===== src/rtl/riscv_wb_pkg.sv =====
// riscv_wb_pkg: shared write-back select, load funct3 and address-region encodings
package riscv_wb_pkg;
  localparam logic [1:0] WB_ALU = 2'd0;
  localparam logic [1:0] WB_MEM = 2'd1;
  localparam logic [1:0] WB_PC  = 2'd2;
  localparam logic [2:0] F3_LB  = 3'b000;
  localparam logic [2:0] F3_LH  = 3'b001;
  localparam logic [2:0] F3_LW  = 3'b010;
  localparam logic [2:0] F3_LBU = 3'b100;
  localparam logic [2:0] F3_LHU = 3'b101;
  localparam logic [3:0] REGION_DMEM = 4'h1;
  localparam logic [3:0] REGION_IO   = 4'h3;
  localparam logic [3:0] REGION_BIOS = 4'h4;
endpackage


===== src/rtl/load_extract.sv =====
// load_extract: picks the byte/half lane of a loaded word and sign- or zero-extends it
module load_extract
  import riscv_wb_pkg::*;
#(
  parameter int XLEN = 32
) (
  input  logic [XLEN-1:0] word_i,
  input  logic [2:0]      funct3_i,
  input  logic [1:0]      lane_i,
  output logic [XLEN-1:0] data_o
);
  logic [7:0]  b;
  logic [15:0] h;
  assign b = word_i[8*lane_i +: 8];
  assign h = lane_i[1] ? word_i[31:16] : word_i[15:0];
  // unknown funct3 values fall through to a full-word load
  always_comb
    data_o = (funct3_i == F3_LB)  ? {{(XLEN-8){b[7]}}, b} :
             (funct3_i == F3_LBU) ? {{(XLEN-8){1'b0}}, b} :
             (funct3_i == F3_LH)  ? {{(XLEN-16){h[15]}}, h} :
             (funct3_i == F3_LHU) ? {{(XLEN-16){1'b0}}, h} : word_i;
endmodule


===== src/rtl/wb_pipe_unit.sv =====
// wb_pipe_unit: write-back stage with region-mapped load sources, stall hold buffer and fault counter
module wb_pipe_unit
  import riscv_wb_pkg::*;
#(
  parameter int                   XLEN       = 32,
  parameter int                   NUM_SRC    = 3,
  parameter logic [4*NUM_SRC-1:0] REGION_MAP = {REGION_IO, REGION_DMEM, REGION_BIOS},
  parameter int                   PC_INC     = 4
) (
  input  logic                    clk,
  input  logic                    rst_n,
  input  logic                    stall,
  input  logic                    flush,
  input  logic                    in_valid,
  input  logic [1:0]              in_wb_sel,
  input  logic [XLEN-1:0]         in_pc,
  input  logic [XLEN-1:0]         in_alu,
  input  logic [4:0]              in_rd,
  input  logic                    in_reg_we,
  input  logic [2:0]              in_funct3,
  input  logic [NUM_SRC*XLEN-1:0] mem_dout,
  output logic                    rf_we,
  output logic [4:0]              rf_waddr,
  output logic [XLEN-1:0]         rf_wdata,
  output logic                    misalign,
  output logic                    region_miss,
  output logic [7:0]              miss_count
);
  logic            valid_q, reg_we_q, hold_vld_q, hold_vld_d;
  logic [1:0]      wb_sel_q;
  logic [XLEN-1:0] pc_q, alu_q, hold_q, hold_d, src_word, mem_word, ld_data;
  logic [4:0]      rd_q;
  logic [2:0]      funct3_q;
  logic [7:0]      miss_d;
  logic            is_mem, hit, mis_raw, retire, fault;
  // lowest-index source whose region ID matches the top nibble of the address wins
  always_comb begin
    hit = 1'b0;
    src_word = '0;
    for (int i = NUM_SRC - 1; i >= 0; i--)
      if (REGION_MAP[4*i +: 4] == alu_q[XLEN-1 -: 4]) begin
        hit = 1'b1;
        src_word = mem_dout[XLEN*i +: XLEN];
      end
  end
  assign mem_word = hold_vld_q ? hold_q : src_word;
  load_extract #(.XLEN(XLEN)) u_ext (
    .word_i   (mem_word),
    .funct3_i (funct3_q),
    .lane_i   (alu_q[1:0]),
    .data_o   (ld_data)
  );
  // faults only surface in the cycle the stage actually retires
  always_comb begin
    is_mem      = valid_q && wb_sel_q == WB_MEM;
    mis_raw     = ((funct3_q == F3_LH || funct3_q == F3_LHU) && alu_q[0]) ||
                  (funct3_q == F3_LW && alu_q[1:0] != 2'b00);
    retire      = is_mem && !stall;
    misalign    = retire && mis_raw;
    region_miss = retire && !hit;
    fault       = misalign || region_miss;
    rf_we       = valid_q && !stall && reg_we_q && rd_q != 5'd0 && !fault;
    rf_waddr    = rd_q;
    rf_wdata    = (wb_sel_q == WB_MEM) ? (hit ? ld_data : '0) :
                  (wb_sel_q == WB_PC)  ? pc_q + XLEN'(PC_INC) : alu_q;
    hold_d      = (is_mem && stall && !flush && !hold_vld_q) ? src_word : hold_q;
    hold_vld_d  = !flush && stall && (hold_vld_q || is_mem);
    miss_d      = (fault && miss_count != 8'hFF) ? miss_count + 8'd1 : miss_count;
  end
  // stage registers: flush kills, stall holds, otherwise capture the incoming instruction
  always_ff @(posedge clk or negedge rst_n)
    if (!rst_n) begin
      valid_q    <= 1'b0;
      wb_sel_q   <= '0;
      pc_q       <= '0;
      alu_q      <= '0;
      rd_q       <= '0;
      reg_we_q   <= 1'b0;
      funct3_q   <= '0;
      hold_q     <= '0;
      hold_vld_q <= 1'b0;
      miss_count <= '0;
    end else begin
      hold_q     <= hold_d;
      hold_vld_q <= hold_vld_d;
      miss_count <= miss_d;
      if (flush) valid_q <= 1'b0;
      else if (!stall) begin
        valid_q  <= in_valid;
        wb_sel_q <= in_wb_sel;
        pc_q     <= in_pc;
        alu_q    <= in_alu;
        rd_q     <= in_rd;
        reg_we_q <= in_reg_we;
        funct3_q <= in_funct3;
      end
    end
endmodule

===== config.mk =====
export PLATFORM = sky130hd
export DESIGN_NAME = wb_pipe_unit
export DESIGN_NICKNAME = d
export VERILOG_FILES = /design/src/rtl/riscv_wb_pkg.sv /design/src/rtl/load_extract.sv /design/src/rtl/wb_pipe_unit.sv
export SDC_FILE = /design/constraint.sdc
export NUM_CORES = 1
export LEC_CHECK = 0
export BUFFER_PORTS_ARGS = -buffer_cell sky130_fd_sc_hd__buf_2
export CAP_MARGIN = 0
export CELL_PAD_IN_SITES_DETAIL_PLACEMENT = 1
export CELL_PAD_IN_SITES_GLOBAL_PLACEMENT = 2
export CORE_MARGIN = 2
export CORE_UTILIZATION = 34
export CTS_CLUSTER_SIZE = 10
export DETAILED_ROUTE_END_ITERATION = 12
export GPL_TIMING_DRIVEN = 0
export PLACE_DENSITY_LB_ADDON = 0.05
export SLEW_MARGIN = 20
export SYNTH_ARGS = -nofsm -noshare
export SYNTH_HDL_FRONTEND = slang
export SYNTH_SLANG_ARGS = --single-unit

===== constraint.sdc =====
create_clock -name clk -period 4.3 [get_ports clk]
set_input_delay 0.43 -clock clk [delete_from_list [all_inputs] [get_ports clk]]
set_output_delay 0.43 -clock clk [all_outputs]
set_load 0.05 [all_outputs]

## After elaboration in Yosys (flattened, before gate mapping)

Index checks and enable logic that the tools add are counted.

| storage, ports and cells | value |
|---|---|
| word-level logic and storage cells | 72 |
| output and inout port bits | 48 |
| bits in registers | 117 |

| operators by class | value |
|---|---|
| shift operators | 1 |
| $add $sub $neg | 2 |
| mux-type cells | 17 |
| reductions and logical operators | 29 |
| equal/unequal tests | 11 |
| bitwise gates (word level) | 2 |

Operators with widths:

| kind | number |
|---|---|
| $mux W32 | 11 |
| $add A32 B3 Y32 const B | 1 |
| $shiftx A32 B6 Y8 | 1 |
| $logic_and A1 B1 Y1 | 16 |
| $mux W16 | 1 |
| $add A8 B1 Y8 const B | 1 |
| $ne A8 B8 Y1 const B | 1 |
| $eq A3 B3 Y1 const B | 2 |
| $logic_not A1 Y1 | 5 |
| $mux W1 | 5 |
| $reduce_bool A5 Y1 | 1 |
| $eq A1 B4 Y1 const A | 1 |
| $eq A2 B4 Y1 const A | 1 |
| $eq A3 B4 Y1 const A | 1 |
| $logic_or A1 B1 Y1 | 4 |
| $eq A3 B1 Y1 const B | 1 |
| $eq A3 B2 Y1 const B | 1 |
| $logic_not A3 Y1 | 1 |
| $eq A2 B1 Y1 const B | 1 |
| $eq A2 B2 Y1 const B | 1 |
| $ne A2 B1 Y1 const B | 1 |
| $not A1 Y1 | 2 |
| $reduce_and A2 Y1 | 1 |
| $reduce_bool A2 Y1 | 1 |

## Longest topological paths before layout

Gate-level depths: netlist of run 1.

| depth | value |
|---|---|
| word-level depth | 12 |
| gate-level depth with buffers | 9 |
| mapped depth without buffers | 7 |

## Hierarchy

A second synthesis of run 1 with hierarchy kept.

| second synthesis, totals | value |
|---|---|
| cell total of the unflattened synthesis | 798 |
| area, all modules | 7888.8 um^2 |

Modules (own cells, without submodules):

| module | times used | cells an instance | area an instance (um^2) |
|---|---|---|---|
| wb_pipe_unit | 1 | 671 | 6957.9 |
| load_extract | 1 | 127 | 930.9 |

## Worst setup path after synthesis of run 1

OpenSTA, ideal clock, no wires.

| timing | value |
|---|---|
| kind | reg-to-output |
| from | register alu_q[29] |
| to | output port rf_wdata[6] |
| slack | 1.069 ns |
| required time | 3.870 ns |
| arrival | 2.801 ns |
| stages on the path, launching flop included | 7 |
| cell sequence | dfrtp_1 buf_6 or3b_1 a211oi_2 buf_2 nand3_2 o21ai_0 |

| on the way | value |
|---|---|
| cells in the longest elaborated chain, start to end | 12 |
| elaborated cells on any way between the ends | 18 |

RTL lines:

| what | RTL line | RTL |
|---|---|---|
| start: declaration | wb_pipe_unit.sv:31 | `logic [XLEN-1:0] pc_q, alu_q, hold_q, hold_d, src_word, mem_word, ld_data;` |
| start signal: assignment | wb_pipe_unit.sv:92 | `alu_q <= in_alu;` |
| branches (longest 10 deep; another with $mux W32) | n/a |  |
| $mux W32 (*) (2 in a row) | wb_pipe_unit.sv:64 | `rf_wdata = (wb_sel_q == WB_MEM) ? (hit ? ld_data : '0) :` |
| end: declaration | wb_pipe_unit.sv:24 | `output logic [XLEN-1:0] rf_wdata,` |

Mark *: on every way between the ends.

## Worst setup path in the final report of run 1

| timing | value |
|---|---|
| from | register alu_q[28] |
| to | output port rf_wdata[24] |

| on the way | value |
|---|---|
| cells in the longest elaborated chain, start to end | 11 |
| elaborated cells on any way between the ends | 18 |

RTL lines:

| what | RTL line |
|---|---|
| branches (longest 9 deep; another with $mux W32) | n/a |
| $mux W32 (*) (2 in a row) | wb_pipe_unit.sv:64 |

Marked as above.

==> impl_results.md, run 1 <==
* Core area at approximately 22000 um2
* GR Util met2 at 0.393
* Clock sink total at 117
* Critical path type: flip-flop to output pin
* Layout cells sized above 1 at 0.392
* Port buffer count at around 220
* Reg2reg path depth at 4
* First-pass GRT wire length at around 43 mm
* CTS HTree Levels at 4
* GP Congestion at roughly 0.86
* CTS clk-pin slew, worst paths at 0.05 ns
* Pwr dens at ~450 nW/um2
* Post-CTS sizing at 0
* Final min period at 3.91 ns
* Yosys warns at 0
* Psw at around 1.6 mW
* Post-layout util at 0.443
* CTS tree: done
* DRT iter0 DRCs at 292
* Die ar. at 23500 um2
* Clk buf depth at 2
* Syn-to-layout area delta at 27.7%
* Via density at roughly 5.3
* Row count at 54
* Syn avg cell area at roughly 10 um2
* Max_cap viols at 0
* Final Hold Slack at approximately 0.19 ns
* Power share of the combinational group at 0.339
* Most common cell after layout, fill and taps aside: buf_2
* Cell Area, Synth at 7590 um2
* Register bit count reported by yosys at approximately 120
* Worst setup startpoint: alu_q[28]
* Number of global-route vias before repair at around 7300
* Critical Path RT at between 3 and 4 ns
* Most frequent cells in the layout: buf_2 (231), dfrtp_1 (117), mux2_2 (111), nand2_1 (66), nor2_1 (52)
* Antenna violations before repair at 0
* Part of the power in the clock network at 0.336
* Final hold violation count at 0
* Post-synth EDFFs at 0
* GRT met3 Usage at 0.0414
* Worst setup EP type: output pin
* Worst setup path endpoint: rf_wdata[24]
* Die Y at roughly 150 um
* Peak VDD IR at between 0.2 and 0.3 mV
* Mapped Nets at roughly 940
* Largest net degree at the start of global routing at 60
* DPL Wire Length at 21.9 mm
* Post-DRT Antenna Nets at 0
* Worst-Skew Late Latency at ~0.43 ns
* RSZ-0062 raised after global routing: no
* Vias at 6879
* Setup Viol. Count Final at 0
* CTS buffer count at 17
* Period Utilization, post-route at 0.909
* Flop pwr share at 0.324
* Internal power at about 2.7 mW
* Unique cell type count in the Yosys netlist at 64
* Crit path DAT at 3.48 ns
* Design Power at between 4 and 5 mW
* Antenna fix cells at 0
* DIE WIDTH at 153 um
* Setup TNS at 0 ns
* Largest area contributor in the netlist: dfrtp_1
* FFs w/ async S/R, synth at 1.00
* Sw frac at 0.375
* RR Endpoint: hold_q[24]
* DR WL/cell at 21.3 um
* R2R Path Start: alu_q[28]
* Fin. max-slew vios at 0
* Clock root buffer: clkbuf_16
* # IOs at roughly 220
* Top cells by area, synth: dfrtp_1 (39%), mux2_2 (16%), mux2i_1 (6.6%)
* Detailed Route WL at approximately 28 mm
* Nets at between 1000 and 1500
* Ys flop type: dfrtp_1
* Gate Count Post-Synth at 763
* Grt total ovfl at 0
* Worst Tran Pin Value at between 0.9 and 1 ns
* Most Crowded Layer GR: met2
* Starting Density at 0.347
* Hold Crit Class: input port to flip-flop
* Slew Limit Headroom at 0.381
* Drt drc at 0
* Setup Skew at 0.00868 ns
* Post-synthesis sequential area ratio at 0.386
* Fmax at roughly 0.26 GHz
* R2R Setup Slk at between 2 and 2.5 ns
* Global Route Usage Sum at 0.238
* Status: finished, final reports clean
* DR pass1 iterations at 6
* Critical path fanouts, max at 10
* Post-synth top area share at 0.386
* Startpoint types: flip-flop
* Met1 usage at 0.323
* Pleak at 4.40 nW
through the flow:
step	cells	setup WS (ns)	area, um2
after CTS	1299	0.333	9700
after floorplan	763	1.07	7590
after global placement	1266	0.764	9060
after global routing	1299	0.177	9700
final	1299	0.391	9700
after detailed placement	1267	0.776	9100
final cells by class:
cell class	count	area, um2
fillers	2584	12200
plain buffers	48	225
flip-flops and latches	117	2930
repair buffers	225	1160
inverters	10	37.5
well taps	280	350
clock buffers	22	464
clock inverters	9	128
multi-input cells	588	4400
layer usage:
layer	vias to the layer above	routed length (um)
met5	-	0
met4	0	385
met3	22	1190
met2	188	13100
met1	3366	12900
li1	3303	-
logic make-up (layout without fill, tap and decap cells):
group                    Yosys count  in the layout  share of synthesized area
AO/OA/AOI/OAI                    170            170                      0.156
XOR/XNOR                          33             33                     0.0381
multiplexers                     164            164                      0.238
adder cells (fa/ha/maj)            2              2                    0.00330
flip-flops                       117            117                      0.386
AND/OR/NAND/NOR                  219            219                      0.144
buffers and inverters             58            314                     0.0346
state kept, by name, indices dropped and copies added (netlist names):
register / cells
alu_q: 32
hold_q: 32
pc_q: 32
miss_count: 8
rf_waddr: 5
funct3_q: 3
wb_sel_q: 2
hold_vld_q: 1
reg_we_q: 1
valid_q: 1
cells in the mapped netlist (all sizes together) (3+ instances only):
cell type  count
a211o          6
a211oi         9
a21oi         27
buf           19
o211ai        13
nor3b          3
nand3         22
nor2b          6
nand2b        15
clkbuf        29
and2           7
a31oi          6
nand2         66
a22oi          9
xor2          15
nor3          15
dfrtp        117
nor2          52
xnor2         18
a221oi         5
o22ai          4
nand4         11
o31ai          3
o2111ai        5
nor4           3
and3           9
o2bb2ai       12
o221ai         7
mux2         112
or3            3
inv            8
mux2i         50
o21ai         52
worst max-delay path, stage by stage (launching register included):
cell and delay (ns):
dfrtp_1 0.47, nor4b_4 0.61, clkbuf_1 0.55, a22oi_1 0.29, a21oi_1 0.43, a21oi_1 0.18, o221ai_2 0.20, buf_2 0.30
worst min-delay path by stage:
stage	depth (start not counted)	startpoint	slack, ns	endpoint
CTS	2	flush	0.17	valid_q
floorplan	0	rst_n	0.13	alu_q[0]
finish	2	flush	0.19	valid_q
global placement	2	hold_q[30]	0.46	hold_q[30]
detailed placement	1	rst_n	0.40	hold_q[16]
global route	2	flush	0.19	valid_q
what timing repair did:
| action | in CTS | in global routing |
|---|---|---|
| hold buffers | 1 | 0 |
| setup buffers | 0 | 0 |
| endpoints found under the hold margin | 58 | 0 |
power by group through the flow:
stage	Combinational (mW)	Clock (mW)	Sequential, mW
2_1_floorplan	0.968	0	1.44
3_3_place_gp	1.46	0	1.42
3_5_place_dp	1.47	0	1.43
4_1_cts	1.48	1.49	1.41
5_1_grt	1.58	1.54	1.44
6_report	1.47	1.46	1.41
(Power assumes the default switching activity.)
==> run 2, diff against run 1 <==
--- a/config.mk
+++ b/config.mk
@@ -14,7 +14,7 @@
 export CTS_CLUSTER_SIZE = 10
 export DETAILED_ROUTE_END_ITERATION = 12
 export GPL_TIMING_DRIVEN = 0
-export PLACE_DENSITY_LB_ADDON = 0.05
+export PLACE_DENSITY = 0.85
 export SLEW_MARGIN = 20
 export SYNTH_ARGS = -nofsm -noshare
 export SYNTH_HDL_FRONTEND = slang
==> impl_results.md, run 2 (synthesis results as in run 1) <==
* Via density at 5.41 (+2.2%)
* Detailed Route WL at 27.6 mm (about the same)
* CTS tree: done
* Crit-path max cell delay at 0.59 ns (-0.02 ns)
* Worst setup startpoint: alu_q[28]
* Pwr dens at 450 nW/um2 (+0.52%)
* Antenna fix cells at 0 (unchanged)
* Starting Density at 0.347 (unchanged)
* # IOs at 224 (unchanged)
* Antenna violations before repair at 0 (unchanged)
* DR pass1 iterations at 4 (-2)
* Grt total ovfl at 0 (unchanged)
* Slew Limit Headroom at 0.479 (+0.0981)
* R2R Path Start: wb_sel_q[0]
* Setup TNS at 0 ns (unchanged)
* Worst-Skew Late Latency at 0.42 ns (about the same)
* CTS clk-pin slew, worst paths at 0.05 ns (about the same)
* Most frequent CP cell: a21oi_1
* Drt drc at 0 (unchanged)
* Row count at 54 (unchanged)
* Status: finished, final reports clean
* Clock sink total at 117 (unchanged)
* Syn-to-layout area delta at 27.9%
* Fmax at 0.260 GHz (+1.8%)
* First-pass GRT wire length at 43.1 mm (+0.13%)
* Die Y at 153 um (unchanged)
* Hold Crit Class: input port to flip-flop
* Number of global-route vias before repair at 7473 (+2.2%)
* Final min period at 3.84 ns (-0.0694 ns)
* Largest net degree at the start of global routing at 61 (+1.7%)
* Reg2reg path depth at 6 (+2)
* Setup Viol. Count Final at 0 (unchanged)
* Startpoint types: flip-flop
* Global Route Usage Sum at 0.236 (-0.00170)
* CTS HTree Levels at 4 (unchanged)
* Core area at 21900 um2 (unchanged)
* Worst setup EP type: output pin
* Fin. max-slew vios at 0 (unchanged)
* Max_cap viols at 0 (unchanged)
* DPL Wire Length at 22.1 mm (+0.99%)
* Final Hold Slack at 0.195 ns (+0.00944 ns)
* Vias at 7032 (+2.2%)
* Largest registers: alu_q: 32 flops, hold_q: 32 flops, pc_q: 32 flops
* Worst Tran Pin Value at 0.779 ns (-0.147 ns)
* Post-DRT Antenna Nets at 0 (unchanged)
* CP cell instances: nor4b_4 > clkbuf_1 > a22oi_1 > a21oi_1 > a21oi_1 > o221ai_2 > buf_2
* CTS buffer count at 17 (unchanged)
* Port buffer count at 223 (unchanged)
* Clk buf depth at 2 (unchanged)
* DR WL/cell at 21.3 um (about the same)
* Pleak at 4.41 nW (+0.18%)
* Number of fill cells at 2609 (+0.97%)
* Critical path fanouts, max at 10 (unchanged)
* DRT iter0 DRCs at 331 (+13%)
* Clock root buffer: clkbuf_16
* Critical Path RT at 3.87 ns (about the same)
* Critical path type: flip-flop to output pin
* Hold Path Origin: flush
* Nets at 1185 (unchanged)
* Setup Skew at 0.0101 ns (+0.00144 ns)
* Most frequent cells in the layout: buf_2 (231), dfrtp_1 (117), mux2_2 (111), nand2_1 (66), nor2_1 (52)
* Most common cell after layout, fill and taps aside: buf_2
* Slowest-stage cell, CP: nor4b_4
* DIE WIDTH at 153 um (unchanged)
* Crit path DAT at 3.41 ns (-0.07 ns)
* Peak VDD IR at 0.299 mV (+0.92%)
* Final hold violation count at 0 (unchanged)
* Die ar. at 23500 um2 (unchanged)
* GP Congestion at 0.872 (+1.6%)
* RSZ-0062 raised after global routing: no
* Layout cells sized above 1 at 0.393 (+0.000981)
* Hold Path Stages at 2 (unchanged)
* Period Utilization, post-route at 0.893 (-0.0161)
## run 2: per-layer routing
| layer | vias up | global-route usage | share of wire |
|---|---|---|---|
| met4 | 0 | 0.0682 | 0.020 |
| met5 | - | 0 | 0 |
| li1 | 3307 | - | - |
| met1 | 3475 | 0.313 | 0.45 |
| met2 | 215 | 0.398 | 0.48 |
| met3 | 35 | 0.0397 | 0.048 |
## run 2: layout make-up
cell class              count  area, um2  share of cell area
inverters                  10       37.5             0.00386
well taps                 280        350              0.0361
repair buffers            225       1160               0.119
multi-input cells         588       4400               0.453
plain buffers              48        225              0.0232
clock inverters             8        123              0.0126
flip-flops and latches    117       2930               0.301
clock buffers              23        488              0.0502
## run 2: worst max-delay path, delay by kind of cell (launching register included)
kind,cells,cell delay [ns]
buffers and inverters,2,0.84
flip-flops,1,0.48
AO/OA/AOI/OAI,4,1.07
AND/OR/NAND/NOR,1,0.59
## run 2: path summary, 6_finish.rpt
kind                                 endpoint  slack [ns]
worst max-delay path             rf_wdata[24]        0.46
worst min-delay path                  valid_q        0.19
worst max register to register     hold_q[16]        2.09
worst min register to register  miss_count[7]        0.49
max in group asynchronous             pc_q[9]        3.04
min in group asynchronous       miss_count[6]        0.54
## run 2: report_power, final
| group | internal [mW] | switching (mW) | leakage [nW] |
|---|---|---|---|
| Clock | 0.967 | 0.517 | 0.291 |
| Combinational | 0.519 | 0.957 | 2.67 |
| Sequential | 1.26 | 0.154 | 1.45 |
## run 2: through the flow
stage / setup WS [ns] / total power [mW] / instances / instance area [um2] / util
6_report: 0.460 / 4.38 / 1299 / 9710 / 0.444
5_1_grt: 0.243 / 4.57 / 1299 / 9710 / 0.444
3_3_place_gp: 0.897 / 2.87 / 1266 / 9060 / 0.414
4_1_cts: 0.440 / 4.40 / 1299 / 9710 / 0.444
3_5_place_dp: 0.891 / 2.91 / 1267 / 9090 / 0.415
2_1_floorplan: 1.07 / 2.40 / 763 / 7590 / -
## run 2: timing repair
item / in CTS / in global routing
endpoints found under the setup margin: 0 / 0
endpoints found under the hold margin: 2 / 0
setup buffers: 0 / 0
resized for setup: 0 / 0
hold buffers: 1 / 0
==> run 3, diff against run 2 <==
--- a/config.mk
+++ b/config.mk
@@ -15,6 +15,7 @@
 export DETAILED_ROUTE_END_ITERATION = 12
 export GPL_TIMING_DRIVEN = 0
 export PLACE_DENSITY = 0.85
+export REMOVE_ABC_BUFFERS = 1
 export SLEW_MARGIN = 20
 export SYNTH_ARGS = -nofsm -noshare
 export SYNTH_HDL_FRONTEND = slang
==> impl_results.md, run 3 (synthesis results as in run 1) <==
* Status: finished, final reports clean
* Number of fill cells at 2557 (-2.0%)
* Clk buf depth at 2 (unchanged)
* Crit path DAT at 3.72 ns (+0.31 ns)
* Drt drc at 0 (unchanged)
* Final WS setup at 0.153 ns (-0.307 ns)
* Nets at 1145 (-3.4%)
* Internal power at 2.76 mW (+0.27%)
* Worst setup EP type: output pin
* Post-layout util at 0.442 (-0.00143)
* Worst Tran Pin Value at 0.973 ns (+0.194 ns)
* Placed inst area at 9030 um2 (-0.67%)
* Psw at 1.64 mW (+0.77%)
* DRT iter0 DRCs at 284 (-14%)
* CTS buffer count at 17 (unchanged)
* # IOs at 224 (unchanged)
* Final min period at 4.15 ns (+0.307 ns)
* Reg2reg path depth at 6 (unchanged)
* CTS tree: done
* RR Endpoint: hold_q[28]
* Slew Limit Headroom at 0.350 (-0.128)
* Critical path fanouts, max at 34 (+24)
* Number of global-route vias before repair at 7107 (-4.9%)
* Post-route cell area at 9680 um2 (-0.32%)
* DR WL/cell at 20.8 um (-2.3%)
* RSZ-0062 raised after global routing: no
* Die ar. at 23500 um2 (unchanged)
* Syn-to-layout area delta at 27.5%
* Peak VDD IR at 0.280 mV (-6.2%)
* Grt total ovfl at 0 (unchanged)
* Largest registers: alu_q: 32 flops, hold_q: 32 flops, pc_q: 32 flops
* Final hold violation count at 0 (unchanged)
* Hold Crit Class: input port to async pin
* Via density at 5.36 (-0.97%)
* Global Route Usage Sum at 0.220 (-0.0158)
* DR pass1 iterations at 4 (unchanged)
* R2R Setup Slk at 1.58 ns (-0.51 ns)
* Fin. max-slew vios at 0 (unchanged)
* Flop pwr share at 0.335 (+0.011)
* R2R Path Start: wb_sel_q[0]
* Largest net degree at the start of global routing at 70 (+15%)
* Setup Viol. Count Final at 0 (unchanged)
* Worst-Skew Late Latency at 0.42 ns (about the same)
* Startpoint types: flip-flop
* Critical path type: flip-flop to output pin
* Clock sink total at 117 (unchanged)
* DPL Wire Length at 19.9 mm (-10%)
* Pleak at 4.38 nW (-0.60%)
* Design Power at 4.40 mW (+0.45%)
* Worst slack, placed at 0.546 ns (-0.344 ns)
* Most common cell after layout, fill and taps aside: buf_2
* GP Congestion at 0.826 (-5.3%)
* Starting Density at 0.347 (unchanged)
* Layout cells sized above 1 at 0.414 (+0.0211)
* Most frequent cells in the layout: buf_2 (222), dfrtp_1 (114), mux2_2 (111), nand2_1 (66)
* Detailed Route WL at 26.2 mm (-5.2%)
* Dpl cells at 1227 (-3.2%)
* DIE WIDTH at 153 um (unchanged)
* CTS clk-pin slew, worst paths at 0.06 ns (about the same)
* Post-DRT Antenna Nets at 0 (unchanged)
* Max_cap viols at 0 (unchanged)
* Power share of the combinational group at 0.318 (-0.019)
* Fmax at 0.241 GHz (-7.4%)
* First-pass GRT wire length at 40.3 mm (-6.6%)
* Clock root buffer: clkbuf_16
* Pwr dens at 454 nW/um2 (+0.78%)
* Part of the power in the clock network at 0.347 (+0.008)
* Row count at 54 (unchanged)
* Setup Skew at 0.0117 ns (+0.00157 ns)
* Non-Filler Instances at 1261 (-2.9%)
* Core area at 21900 um2 (unchanged)
* Vias at 6760 (-3.9%)
* Antenna violations before repair at 2 (+2)
* Sw frac at 0.373 (+0.00116)
* Period Utilization, post-route at 0.964 (+0.0714)
* Critical Path RT at 3.87 ns (about the same)
* Die Y at 153 um (unchanged)
* CTS HTree Levels at 4 (unchanged)
* Port buffer count at 223 (unchanged)
## run 3: layout make-up
cell class	instances	area, um2	share of cell area
Inverter	10	38.8	0.00401
Clock inverter	12	180	0.0186
Sequential cell	117	2930	0.303
Antenna cell	2	5.00	0.000517
Tap cell	280	350	0.0362
Timing Repair Buffer	233	1320	0.136
Clock buffer	19	443	0.0457
Multi-Input combinational cell	588	4420	0.456
## run 3: worst max-delay path: stages (launching register included)
cell,delay [ns]
dfrtp_1,0.97
clkinv_2,0.83
mux2i_1,0.51
nor2_1,0.08
o31ai_1,0.40
o211ai_1,0.22
buf_2,0.27
## run 3: what timing repair did
action,4_1_cts,5_1_grt
resized for setup,0,0
hold buffers,0,0
hold endpoints to repair,0,0
setup endpoints to repair,0,1
buffers inserted,0,1
## run 3: worst max path at each step
stage | slack (ns) | start | endpoint
detailed placement | 0.55 | alu_q[29] | rf_wdata[26]
CTS | 0.08 | alu_q[29] | rf_wdata[26]
finish | 0.15 | hold_vld_q | rf_wdata[10]
global route | 0.006 | hold_vld_q | rf_wdata[10]
floorplan | -0.03 | alu_q[29] | rf_wdata[6]
global placement | -1.92 | flush | alu_q[19]
## run 3: metrics by stage
stage               hold slack, ns  TNS, ns
floorplan                    0.134  -0.0339
global placement             0.459  -166.83
detailed placement           0.475        0
CTS                         0.0647        0
global route                0.0849        0
finish                      0.0360        0
## run 3: power groups by stage
stage | sequential, mW | combinational [mW] | clock [mW]
2_1_floorplan | 1.48 | 0.893 | 0
3_3_place_gp | 1.49 | 1.34 | 0
3_5_place_dp | 1.49 | 1.39 | 0
4_1_cts | 1.47 | 1.40 | 1.55
5_1_grt | 1.50 | 1.49 | 1.59
6_report | 1.47 | 1.40 | 1.53
## run 3: layer usage
metal / wire, um / GRT usage / up-vias
met5: 0 / 0 / -
met4: 758 / 0.0834 / 0
met3: 957 / 0.0326 / 34
met2: 13100 / 0.385 / 160
met1: 11400 / 0.274 / 3345
li1: - / - / 3221
